`src/rtl/p_alu_serial_if.sv`:
```
// Request/response bundle for the bit-serial ALU: operands and op select in,
// handshake, result and flags out.
interface p_alu_serial_if #(
  parameter int WIDTH = 5
);
  logic             start;
  logic [WIDTH-1:0] a;
  logic [WIDTH-1:0] b;
  logic             cin;
  logic [1:0]       sel;
  logic             acc_en;
  logic             busy;
  logic             done;
  logic [WIDTH-1:0] result;
  logic             carry;
  logic             zero;

  modport master (
    output start, a, b, cin, sel, acc_en,
    input  busy, done, result, carry, zero
  );

  modport slave (
    input  start, a, b, cin, sel, acc_en,
    output busy, done, result, carry, zero
  );
endinterface

```
`src/rtl/p_alu_serial.sv`:
```
// Bit-serial ALU (ADD/SUB/AND/OR) built around one controlled full-adder slice,
// one operand bit per clock, LSB first, with accumulate mode and carry/zero flags.
module p_alu_serial #(
  parameter int WIDTH = 5
) (
  input  logic           clk,
  input  logic           rst_n,
  p_alu_serial_if.slave  bus
);
  localparam int CNT_W = (WIDTH > 1) ? $clog2(WIDTH) : 1;
  localparam logic [CNT_W-1:0] LAST_BIT = CNT_W'(WIDTH - 1);
  localparam logic [CNT_W-1:0] CNT_ONE  = CNT_W'(1);

  localparam logic [1:0] OP_ADD = 2'b00;
  localparam logic [1:0] OP_SUB = 2'b01;
  localparam logic [1:0] OP_AND = 2'b10;
  localparam logic [1:0] OP_OR  = 2'b11;

  typedef enum logic [1:0] {
    IDLE = 2'd0,
    RUN  = 2'd1,
    DONE = 2'd2
  } state_t;

  state_t           state_q, state_d;
  logic [WIDTH-1:0] a_q, a_d;
  logic [WIDTH-1:0] b_q, b_d;
  logic [WIDTH-1:0] res_q, res_d;
  logic [1:0]       sel_q, sel_d;
  logic             c_q, c_d;
  logic [CNT_W-1:0] cnt_q, cnt_d;
  logic             carry_q, carry_d;
  logic             zero_q, zero_d;

  logic             bit_a;
  logic             bit_b;
  logic             sum_bit;
  logic             carry_next;
  logic [WIDTH-1:0] res_shift;

  // Single controlled full-adder slice; SUB inverts the B bit, the carry
  // preload supplies the +1 of the two's complement.
  always_comb begin
    bit_a      = a_q[0];
    bit_b      = b_q[0] ^ (sel_q == OP_SUB);
    sum_bit    = 1'b0;
    carry_next = 1'b0;
    case (sel_q)
      OP_ADD, OP_SUB: begin
        sum_bit    = bit_a ^ bit_b ^ c_q;
        carry_next = (bit_a & bit_b) | (bit_a & c_q) | (bit_b & c_q);
      end
      OP_AND: sum_bit = bit_a & bit_b;
      OP_OR:  sum_bit = bit_a | bit_b;
      default: begin
        sum_bit    = 1'b0;
        carry_next = 1'b0;
      end
    endcase
    res_shift = {sum_bit, res_q[WIDTH-1:1]};
  end

  always_ff @(posedge clk or negedge rst_n) begin
    if (!rst_n) begin
      state_q <= IDLE;
      a_q     <= '0;
      b_q     <= '0;
      res_q   <= '0;
      sel_q   <= OP_ADD;
      c_q     <= 1'b0;
      cnt_q   <= '0;
      carry_q <= 1'b0;
      zero_q  <= 1'b1;
    end else begin
      state_q <= state_d;
      a_q     <= a_d;
      b_q     <= b_d;
      res_q   <= res_d;
      sel_q   <= sel_d;
      c_q     <= c_d;
      cnt_q   <= cnt_d;
      carry_q <= carry_d;
      zero_q  <= zero_d;
    end
  end

  always_comb begin
    state_d = state_q;
    a_d     = a_q;
    b_d     = b_q;
    res_d   = res_q;
    sel_d   = sel_q;
    c_d     = c_q;
    cnt_d   = cnt_q;
    carry_d = carry_q;
    zero_d  = zero_q;
    case (state_q)
      IDLE: begin
        if (bus.start) begin
          // Accumulate chains the held result in place of operand A.
          a_d     = bus.acc_en ? res_q : bus.a;
          b_d     = bus.b;
          sel_d   = bus.sel;
          c_d     = bus.sel[1] ? 1'b0 : bus.cin;
          cnt_d   = '0;
          state_d = RUN;
        end
      end
      RUN: begin
        a_d   = {1'b0, a_q[WIDTH-1:1]};
        b_d   = {1'b0, b_q[WIDTH-1:1]};
        c_d   = carry_next;
        res_d = res_shift;
        cnt_d = cnt_q + CNT_ONE;
        if (cnt_q == LAST_BIT) begin
          carry_d = carry_next;
          zero_d  = (res_shift == '0);
          state_d = DONE;
        end
      end
      DONE: state_d = IDLE;
      default: state_d = IDLE;
    endcase
  end

  assign bus.busy   = (state_q == RUN) || (state_q == DONE);
  assign bus.done   = (state_q == DONE);
  assign bus.result = res_q;
  assign bus.carry  = carry_q;
  assign bus.zero   = zero_q;
endmodule

```
`src/flat_wrapper.sv`:
```
// flat-port wrapper written by rule: the top's interface ports become plain ports
module p_alu_serial_flat 
#(
  parameter int WIDTH = 5
)
  (clk, rst_n, bus_start, bus_a, bus_b, bus_cin, bus_sel, bus_acc_en, bus_busy, bus_done, bus_result, bus_carry, bus_zero);
  p_alu_serial_if #(.WIDTH(WIDTH)) bus_i ();
  input  logic clk;
  input  logic rst_n;
  input wire logic [$bits(bus_i.start)-1:0] bus_start;
  input wire logic [$bits(bus_i.a)-1:0] bus_a;
  input wire logic [$bits(bus_i.b)-1:0] bus_b;
  input wire logic [$bits(bus_i.cin)-1:0] bus_cin;
  input wire logic [$bits(bus_i.sel)-1:0] bus_sel;
  input wire logic [$bits(bus_i.acc_en)-1:0] bus_acc_en;
  output wire logic [$bits(bus_i.busy)-1:0] bus_busy;
  output wire logic [$bits(bus_i.done)-1:0] bus_done;
  output wire logic [$bits(bus_i.result)-1:0] bus_result;
  output wire logic [$bits(bus_i.carry)-1:0] bus_carry;
  output wire logic [$bits(bus_i.zero)-1:0] bus_zero;
  assign bus_i.start = bus_start;
  assign bus_i.a = bus_a;
  assign bus_i.b = bus_b;
  assign bus_i.cin = bus_cin;
  assign bus_i.sel = bus_sel;
  assign bus_i.acc_en = bus_acc_en;
  assign bus_busy = bus_i.busy;
  assign bus_done = bus_i.done;
  assign bus_result = bus_i.result;
  assign bus_carry = bus_i.carry;
  assign bus_zero = bus_i.zero;
  p_alu_serial #(.WIDTH(WIDTH)) u_core (.clk(clk), .rst_n(rst_n), .bus(bus_i));
endmodule
```
`config.mk`:
```
export PLATFORM = sky130hd
export DESIGN_NAME = p_alu_serial_flat
export DESIGN_NICKNAME = d
export VERILOG_FILES = /design/src/rtl/p_alu_serial_if.sv /design/src/rtl/p_alu_serial.sv /design/src/flat_wrapper.sv
export SDC_FILE = /design/constraint.sdc
export NUM_CORES = 1
export LEC_CHECK = 0
export ABC_AREA = 1
export CAP_MARGIN = 20
export CORE_MARGIN = 2
export CORE_UTILIZATION = 51
export CTS_CLUSTER_SIZE = 20
export DETAILED_ROUTE_END_ITERATION = 7
export PLACE_DENSITY_LB_ADDON = 0.12
export SLEW_MARGIN = 20
export SYNTH_ARGS = -nofsm -noshare
export SYNTH_HDL_FRONTEND = slang
export SYNTH_SLANG_ARGS = --single-unit
```
`constraint.sdc`:
```
create_clock -name clk -period 1.8 [get_ports clk]
set_input_delay 0.54 -clock clk [delete_from_list [all_inputs] [get_ports clk]]
set_output_delay 0.54 -clock clk [all_outputs]
set_load 0.01 [all_outputs]
```
# [After elaboration in Yosys (flattened, before gate mapping)]
# Index checks and enable logic that the tools add are counted.
[word_totals] ff_bits=25 in_bits=17
[op_classes] eq_ne=8 n_mux=15 bitwise=9 addsub=1 n_reduce_logical=10
[op_table] cell="5-bit one-hot mux with 2 select lines" count=2
[op_table] cell="5-bit 2-to-1 mux" count=3
[op_table] cell="2-bit AND reduction" count=4
[op_table] cell="2-bit equality test (second input constant)" count=3
[op_table] cell="3-bit one-hot mux with 2 select lines" count=1
[op_table] cell="5-bit zero test" count=1
[op_table] cell="2-bit by 1-bit equality test with 1-bit output (second input constant)" count=2
[op_table] cell="2-bit zero test" count=2
[op_table] cell="2-bit 2-to-1 mux" count=2
[op_table] cell="2-bit one-hot mux with 2 select lines" count=1
[op_table] cell="3-bit by 1-bit adder with 3-bit output (second input constant)" count=1
[op_table] cell="1-bit bitwise AND" count=3
[op_table] cell="3-bit equality test (second input constant)" count=1
[op_table] cell="1-bit 2-to-1 mux" count=3
[op_table] cell="3-bit 2-to-1 mux" count=1
[op_table] cell="1-bit OR" count=3
[op_table] cell="1-bit one-hot mux with 3 select lines" count=1
[op_table] cell="1-bit bitwise XOR" count=3
[op_table] cell="2-bit by 1-bit inequality test with 1-bit output (second input constant)" count=1
[op_table] cell="2-bit inequality test (second input constant)" count=1
[op_table] cell="1-bit one-hot mux with 2 select lines" count=1
[op_table] cell="2-bit nonzero test" count=1
[op_table] cell="2-bit OR reduction" count=1
[op_table] cell="1-bit logical OR" count=1

# [Longest topological paths before layout]
# Gate-level depths: netlist of the first run.
[logic_depth] ltp_word=7 mapped_depth=10 depth_no_buf=10

# [Worst setup path before layout of the first run]
# No wires, ideal clock.
[synth_path] kind="register to register" startpoint="reg u_core.sel_q[1]" endpoint="reg u_core.zero_q, in the netlist u_core.bus.zero" arrival_time_ns=1.393 path_slack_ns=0.331 stages_incl_launch_ff=9 cell_sequence="dfrtp_1 > inv_1 > nand2_1 > xor2_1 > fa_1 > nand2_1 > nand2_1 > nand2_1 > nand2_1"
[synth_between] elab_chain_cells=6
[synth_rtl] element="from (decl)" line="p_alu_serial.sv:29" text="logic [1:0] sel_q, sel_d;"
[synth_rtl] element="from (signal assigned)" line="p_alu_serial.sv:79" text="sel_q <= sel_d;"
[synth_rtl] element="2-bit by 1-bit equality test with 1-bit output" line="p_alu_serial.sv:45, p_alu_serial.sv:48"
[synth_rtl] element="1-bit bitwise XOR" line="p_alu_serial.sv:45" text="bit_b = b_q[0] ^ (sel_q == OP_SUB);"
[synth_rtl] element="1-bit bitwise XOR (2 in a row)" line="p_alu_serial.sv:50" text="sum_bit = bit_a ^ bit_b ^ c_q;"
[synth_rtl] element="1-bit one-hot mux with 3 select lines *" line="p_alu_serial.sv:48" text="case (sel_q)"
[synth_rtl] element="5-bit zero test *" line="p_alu_serial.sv:117" text="zero_d = (res_shift == '0);"
[synth_rtl] element="to (signal assigned)" line="p_alu_serial.sv:83" text="zero_q <= zero_d;"
[synth_rtl] element="to (decl)" line="p_alu_serial.sv:33" text="logic zero_q, zero_d;"
# Mark *: on every way between the ends. The rest lies on a longest branch, timed or not.
# A chain may end at the register's enable or synchronous reset.

# [Worst setup path after layout of the first run]
[layout_path] startpoint="reg u_core.res_q[1], in the netlist u_core.bus.result[1]" endpoint="out bus_result[1]"
[layout_rtl] element="from (decl)" line="p_alu_serial.sv:28" text="logic [WIDTH-1:0] res_q, res_d;"
[layout_rtl] element="from (signal assigned)" line="p_alu_serial.sv:78" text="res_q <= res_d;"
[layout_rtl] element="to (decl)" line="flat_wrapper.sv:18" text="output wire logic [$bits(bus_i.result)-1:0] bus_result;"
# No word-level cell between the ends.

==> results of run 1 <==
-- cells in the mapped netlist (2+ instances only) --
cell type and count:
o21ai_1 5, inv_1 16, a21oi_1 2, o21ai_0 3
or2_2 2, xor2_1 2, nand2_1 73, dfrtp_1 24
ha_1 8, buf_6 3, o211ai_2 2, nand3_1 12
nor2_1 11
-- logic make-up after synthesis --
family,after synthesis,share of synthesized area
AO/OA/AOI/OAI,14,0.0652
XOR/XNOR,2,0.0127
adder cells (fa/ha/maj),9,0.0869
buffers and inverters,23,0.0842
flip-flops,25,0.453
AND/OR/NAND/NOR,101,0.298
-- stage by stage --
stage	total power (W)	setup TNS [ns]	instance area [um2]	util	setup WS [ns]
3_5_place_dp	0.00269	-0.0164	1650	0.653	-0.0164
3_3_place_gp	0.00258	0	1650	0.653	0.0615
2_1_floorplan	0.00223	0	1380	-	0.331
6_report	0.00308	0	1750	0.692	0.0384
4_1_cts	0.00298	0	1700	0.675	0.00413
5_1_grt	0.00336	0	1750	0.692	0.00379
-- sequential cells by signal, summed over array words and instances, names as in the netlist --
| register | count |
|---|---|
| u_core.a_q | 5 |
| u_core.b_q | 5 |
| u_core.bus.result | 5 |
| u_core.cnt_q | 3 |
| u_core.sel_q | 2 |
| u_core.state_q | 2 |
| u_core.bus.carry | 1 |
| u_core.bus.zero | 1 |
| u_core.c_q | 1 |
-- worst paths after layout --
kind,end,cells past startpoint,slack (ns),start
setup / recovery,bus_result[1],1,0.04,u_core.bus.result[1]$_DFFE_PN0P_
hold / removal,u_core.bus.zero$_DFFE_PN1P_,2,0.48,u_core.bus.zero$_DFFE_PN1P_
setup reg to reg,u_core.bus.zero$_DFFE_PN1P_,8,0.16,u_core.sel_q[1]$_DFFE_PN0P_
hold reg to reg,u_core.bus.zero$_DFFE_PN1P_,2,0.48,u_core.bus.zero$_DFFE_PN1P_
max in group asynchronous,u_core.bus.zero$_DFFE_PN1P_,2,0.95,rst_n
min in group asynchronous,u_core.sel_q[1]$_DFFE_PN0P_,2,0.56,rst_n
-- per-layer routing --
metal  vias up  track usage  share of wire
met5         -            0              0
met4         0       0.0544          0.014
met3        10       0.0256          0.025
met2        19        0.353           0.52
met1       570        0.247           0.44
li1        605            -              -
-- cell type report --
type / count / area [um2] / share of cell area
well taps: 30 / 37.5 / 0.0215
inverters: 18 / 70.1 / 0.0401
repair buffers: 35 / 325 / 0.186
clock buffers: 3 / 22.5 / 0.0129
flip-flops and latches: 25 / 627 / 0.359
multi-input cells: 126 / 659 / 0.378
clock inverters: 1 / 5.00 / 0.00287
-- power breakdown --
group,switching [W],internal (W),leakage (nW)
sequential,0.000175,0.000835,0.310
combinational,0.00106,0.000755,0.630
clock,0.000177,0.0000833,0.0177
-- cells in the final DEF (no fill, tap or decap), types with 2 or more instances in the layout --
cell and instances:
nand2_1 73, dfrtp_1 24, clkdlybuf4s50_1 17, inv_1 14
nand3_1 12, nor2_1 11, buf_4 10, ha_1 7
o21ai_1 5, inv_2 3, o21ai_0 3, clkbuf_4 3
dlymetal6s2s_1 3, dlygate4sd2_1 3, a21oi_1 2, or2_2 2
o211ai_2 2
-- timing repair --
item	4_1_cts	5_1_grt
hold buffers	0	0
buffers inserted	5	2
setup endpoints to repair	8	6
gates resized for setup	10	8
==> impl_metrics.tcl, run 1 <==
set metrics [dict create \
    period_minus_slack_ns 1.76 \
    critPathCaptureType "output pin" \
    yosysSeqAreaShare 0.453 \
    worstSetupPathType "flop to output pin" \
    post-place-cells 227 \
    antenna_found_initial 0 \
    critPathSlowestCell "clkdlybuf4s50_1" \
    slew_headroom 0.757 \
    yosysUniqueCellTypes 24 \
    antenna_cells 0 \
    drt-pass1-iter-count 4 \
    power_leakage_nw 0.958 \
    fin_cells 238 \
    grt_pass1_wl_um 4910 \
    via_per_inst 5.06 \
    vdd_drop_max_mv 1.36 \
    post-route-period-util 0.979 \
    core.rowCount 18 \
    drive_gt1_frac 0.144 \
    slew_violations 0 \
    cts-htree-levels 1 \
    powerDensity_nw_per_um2 1760 \
    timing.hold.ws_ns 0.476 \
    required_ns 1.26 \
    globalRouteOverflowTotal 0 \
    timing_hold_violations_final 0 \
    crit_family "buffers and inverters" \
    ys_async_sr_fraction 1.00 \
    fmax_ghz 0.568 \
    synthTopCellsByArea "dfrtp_1, nand2_1, ha_1, nand3_1, inv_1" \
    rsz0062_at_grt "false" \
    crit_fanout 2 \
    yosysWarnings 0 \
    synth_cells 174 \
    status "complete, no violations" \
    crit_chain "clkdlybuf4s50_1" \
    fp.dieArea_um2 3140 \
    wire_per_inst_um 12.7 \
    pin_count 26 \
    critPathBufInv 1 \
    io_buffers 25 \
    die_h_um 56.1 \
    grt_use_total 0.197 \
    cts_tree "yes" \
    dp_hpwl_um 2140 \
    netlist.area_leader.share 0.434 \
    drc 0 \
    crit_arrival_ns 1.22 \
    grt_max_degree 26 \
    synth_nets 200 \
    vias 1204 \
    path_clk_slew_ns 0.14 \
    yosysTopAreaCell "dfrtp_1" \
    synth.avg_cell_area_um2 7.95 \
    skew_ns 0.00564 \
    worstMarginPinSlew_ns 0.364 \
    coreArea_um2 2520 \
    num-fill-cells 216 \
    ys.flop_type "dfrtp_1" \
    worst_setup_path_start_kind "flop" \
    area_delta_synth_final_pct 26.3 \
    routed_wl_um 3030 \
    start_util 0.548 \
    syn_area_um2 1380 \
    drv_cap 0 \
    grt_pass1_vias 1129 \
    root_buffer "clkbuf_4" \
    hp-class "flop to flop" \
    clock_latency_ns 0.32 \
    final_nets 235 \
    numClockSinks 25 \
    slowest_delay_ns 0.53 \
    synth_seq_cells 25 \
    postRouteAntennaNets 0 \
    cts.path.max_buffers 2 \
    cts_buffers 3 \
    drtIter0Drc 22 \
    gp_congestion 0.765 \
    die_w_um 56.1 \
    setup_violations 0 \
    synth_edf_count 0 \
]
Power figures use the tool's default switching activity.
==> inputs of run 2 (changes only) <==
--- a/config.mk
+++ b/config.mk
@@ -12,6 +12,7 @@
 export CTS_CLUSTER_SIZE = 20
 export DETAILED_ROUTE_END_ITERATION = 7
 export PLACE_DENSITY_LB_ADDON = 0.12
+export SETUP_SLACK_MARGIN = 0.5
 export SLEW_MARGIN = 20
 export SYNTH_ARGS = -nofsm -noshare
 export SYNTH_HDL_FRONTEND = slang
==> impl_metrics.tcl, run 2 (synthesis results as in run 1) <==
set metrics [dict create \
    area_delta_synth_final_pct 44.3 \
    status "complete, no violations" \
    grt_max_degree 26 \
    dp_hpwl_um 2120 \
    drc 0 \
    worstSetupPathType "flop to output pin" \
    power_frac_comb 0.669 \
    powerDensity_nw_per_um2 1960 \
    cts_buffers 3 \
    rsz0062_at_grt "true" \
    finalPower_w 0.00390 \
    required_ns 1.26 \
    grt_use_total 0.225 \
    final_cell_mix "nand2_1, dfrtp_1, buf_4" \
    drtIter0Drc 49 \
    final_common_cell "nand2_1" \
    io_buffers 25 \
    post-route-period-util 0.949 \
    antenna_cells 0 \
    via_per_inst 5.19 \
    internal-power_w 0.00211 \
    pwr-share-seq 0.260 \
    setup_violations 0 \
    swShare 0.461 \
    clock_latency_ns 0.35 \
    antenna_found_initial 0 \
    vias 1318 \
    globalRouteOverflowTotal 0 \
    crit_arrival_ns 1.17 \
    drv_cap 0 \
    power_frac_clock 0.072 \
    critPathCaptureType "output pin" \
    cts.path.max_buffers 2 \
    drive_gt1_frac 0.304 \
    p_sw_w 0.00180 \
    drt-pass1-iter-count 4 \
    vdd_drop_max_mv 1.49 \
    postRouteAntennaNets 0 \
    hp-class "flop to flop" \
    grt_pass1_wl_um 5670 \
    slew_headroom 0.778 \
    numClockSinks 25 \
    start_util 0.548 \
    root_buffer "clkbuf_4" \
    fmax_ghz 0.585 \
    cts_tree "yes" \
    pin_count 26 \
    cts-htree-levels 1 \
    coreArea_um2 2520 \
    power_leakage_nw 1.03 \
    hold_buffers 0 \
    period_minus_slack_ns 1.71 \
    crit_fanout 2 \
    worst_setup_path_start_kind "flop" \
    fp.dieArea_um2 3140 \
    final_nets 251 \
    path_clk_slew_ns 0.14 \
    routed_wl_um 3740 \
    post-route-util 0.791 \
    die_w_um 56.1 \
    skew_ns 0.0222 \
    worstMarginPinSlew_ns 0.334 \
    die_h_um 56.1 \
    fin_tns_setup_ns 0 \
    gp_congestion 0.766 \
    slew_violations 0 \
    grt_pass1_vias 1275 \
    timing_hold_violations_final 0 \
    wire_per_inst_um 14.7 \
    core.rowCount 18 \
]
run 2: cell types whose count changed in the layout (fill, tap and decap cells not counted), sizes merged:
| cell | previous run | this run |
|---|---|---|
| clkdlybuf4s50 | 17 | 16 |
| dlymetal6s2s | 3 | 0 |
| nand2 | 75 | 76 |
| clkinvlp | 0 | 1 |
| inv | 18 | 20 |
| dlygate4sd2 | 3 | 0 |
| buf | 11 | 30 |
run 2: per-layer routing:
layer	wire [um]	track usage
met1	1610	0.299
met2	1920	0.368
met3	154	0.0326
met4	65	0.0918
met5	0	0
run 2: cell type report:
class / count / area [um2]
fill: 172 / 527
clock inverter: 1 / 7.51
sequential: 25 / 627
timing repair buffer: 47 / 439
multi-input combinational: 127 / 751
inverter: 18 / 87.6
timing repair inverter: 3 / 23.8
tap: 30 / 37.5
clock buffer: 3 / 22.5
run 2: metrics by stage:
step / hold slack (ns) / std cells / setup slack [ns] / instance area [um2]
detailed placement: 0.466 / 228 / 0.0210 / 1660
global placement: 0.459 / 228 / 0.0632 / 1660
finish: 0.506 / 254 / 0.0913 / 2000
CTS: 0.500 / 244 / 0.0990 / 1830
global route: 0.521 / 254 / 0.0640 / 2000
floorplan: 0.244 / 174 / 0.370 / 1390
run 2: power groups by stage:
stage	combinational [W]	clock (W)	sequential, W
2_1_floorplan	0.00122	0	0.00104
3_3_place_gp	0.00160	0	0.00103
3_5_place_dp	0.00167	0	0.00104
4_1_cts	0.00209	0.000276	0.000997
5_1_grt	0.00286	0.000295	0.00104
6_report	0.00261	0.000280	0.00101
run 2: worst paths after layout:
check                                              start                            to  slack, ns  cells after the start
min reg2reg                 u_core.bus.carry$_DFFE_PN0P_  u_core.bus.carry$_DFFE_PN0P_       0.51                      2
max reg2reg                  u_core.sel_q[1]$_DFFE_PN0P_   u_core.bus.zero$_DFFE_PN1P_       0.27                      8
min                         u_core.bus.carry$_DFFE_PN0P_  u_core.bus.carry$_DFFE_PN0P_       0.51                      2
min in group asynchronous                          rst_n     u_core.b_q[0]$_DFFE_PN0P_       0.54                      2
max in group asynchronous                          rst_n   u_core.bus.zero$_DFFE_PN1P_       0.94                      2
max                        u_core.state_q[1]$_DFFE_PN0P_                      bus_done       0.09                      3
run 2: repair_timing:
item                                    in CTS  in global routing
pin swaps                                    2                  7
endpoints found under the hold margin        0                  0
cloned                                       2                  3
endpoints found under the setup margin      25                 26
resized for setup                           59                 19
buffers inserted                            10                  7
run 2: worst max-delay path, stage by stage (launching register included):
cell and delay (ns):
dfrtp_1 0.41, buf_4 0.14, ha_2 0.17, buf_6 0.11
==> inputs of run 3 (changes only) <==
--- a/config.mk
+++ b/config.mk
@@ -7,6 +7,7 @@
 export LEC_CHECK = 0
 export ABC_AREA = 1
 export CAP_MARGIN = 20
+export CORE_ASPECT_RATIO = 1.4
 export CORE_MARGIN = 2
 export CORE_UTILIZATION = 51
 export CTS_CLUSTER_SIZE = 20
==> impl_metrics.tcl, run 3 (synthesis results as in run 1) <==
set metrics [dict create \
    drt-pass1-iter-count 4 \
    slew_headroom 0.782 \
    whs_path_depth 2 \
    fp.dieArea_um2 3150 \
    start_util 0.529 \
    final_cell_mix "nand2_1, dfrtp_1, buf_4" \
    num-fill-cells 175 \
    post-route-period-util 0.936 \
    timing_hold_violations_final 0 \
    regArea_um2 627 \
    critPathCaptureType "output pin" \
    grt_pass1_vias 1372 \
    wire_per_inst_um 13.7 \
    crit_arrival_ns 1.15 \
    multi_input_area_um2 796 \
    met1_usage 0.307 \
    dp_hpwl_um 2110 \
    cts_tree "yes" \
    final_common_cell "nand2_1" \
    globalRouteOverflowTotal 0 \
    antenna_cells 0 \
    drv_cap 0 \
    vias 1329 \
    drive_gt1_frac 0.360 \
    hold_buffers 0 \
    root_buffer "clkbuf_4" \
    final_nets 255 \
    dp_slack_ns -0.000455 \
    area_delta_synth_final_pct 48.1 \
    worst_slack_ns 0.114 \
    drtIter0Drc 59 \
    fmax_ghz 0.593 \
    rsz0062_at_grt "true" \
    hp-class "flop to flop" \
    skew_ns 0.0129 \
    status "complete, no violations" \
    cts_buffers 3 \
    top_usage_layer "met2" \
    power_leakage_nw 1.06 \
    routed_wl_um 3620 \
    coreArea_um2 2620 \
    via_per_inst 5.03 \
    postRouteAntennaNets 0 \
    die_h_um 65.6 \
    slew_violations 0 \
    cts.path.max_buffers 2 \
    powerDensity_nw_per_um2 1940 \
    pin_count 26 \
    finalPower_w 0.00398 \
    vdd_drop_max_mv 1.45 \
    grt_max_degree 26 \
    worstSetupPathType "flop to output pin" \
    antenna_found_initial 0 \
    cts-htree-levels 1 \
    grt_use_total 0.254 \
    gp_congestion 0.808 \
    period_minus_slack_ns 1.69 \
    numClockSinks 25 \
    io_buffers 25 \
    setup_violations 0 \
    r2r_cells 8 \
    crit_fanout 2 \
    path_clk_slew_ns 0.15 \
    met2_usage 0.440 \
    required_ns 1.26 \
    grt_pass1_wl_um 5820 \
    met3_usage 0.0247 \
    die_w_um 48.0 \
    drc 0 \
    clock_latency_ns 0.33 \
    fin_tns_setup_ns 0 \
    worstMarginPinSlew_ns 0.327 \
    worst_setup_path_start_kind "flop" \
    core.rowCount 22 \
]
-- run 3: through the flow --
stage | std cells | utilization | area, um2 | hold slack, ns
floorplan | 174 | - | 1390 | 0.244
global placement | 234 | 0.639 | 1670 | 0.457
detailed placement | 234 | 0.639 | 1670 | 0.456
CTS | 262 | 0.741 | 1940 | 0.486
global route | 264 | 0.783 | 2050 | 0.520
finish | 264 | 0.783 | 2050 | 0.483
-- run 3: cell type report --
| class | instances | area share |
|---|---|---|
| clock inverters | 1 | 0.00244 |
| repair inverters | 2 | 0.00733 |
| clock buffers | 3 | 0.0110 |
| repair buffers | 52 | 0.222 |
| flip-flops and latches | 25 | 0.306 |
| multi-input cells | 127 | 0.389 |
| inverters | 18 | 0.0403 |
| well taps | 36 | 0.0220 |
-- run 3: power by group --
part           switching [W]  internal (W)
clock               0.000175     0.0000834
combinational        0.00145       0.00125
sequential          0.000182      0.000835
-- run 3: worst paths after layout --
path / start / slack, ns / end
worst max-delay path: u_core.state_q[1]$_DFFE_PN0P_ / 0.11 / bus_busy
min in group asynchronous: rst_n / 0.56 / u_core.a_q[1]$_DFFE_PN0P_
max in group asynchronous: rst_n / 0.96 / u_core.bus.zero$_DFFE_PN1P_
worst min-delay path: u_core.bus.zero$_DFFE_PN1P_ / 0.48 / u_core.bus.zero$_DFFE_PN1P_
worst max register to register: u_core.sel_q[1]$_DFFE_PN0P_ / 0.31 / u_core.bus.zero$_DFFE_PN1P_
worst min register to register: u_core.bus.zero$_DFFE_PN1P_ / 0.48 / u_core.bus.zero$_DFFE_PN1P_
-- run 3: repair_timing --
action	4_1_cts	5_1_grt
setup buffers	21	2
pin swaps	7	12
setup endpoints to repair	32	33
resized for setup	69	21
gates cloned	3	0
-- run 3: critical path, cell delays in order (launching register included) --
cell and delay (ns):
dfrtp_1 0.43, inv_2 0.09, ha_4 0.20, buf_6 0.11
-- run 3: routing by layer --
layer,wire [um],share of wire
met5,0,0
met4,89,0.025
met1,1390,0.38
met3,111,0.031
met2,2030,0.56
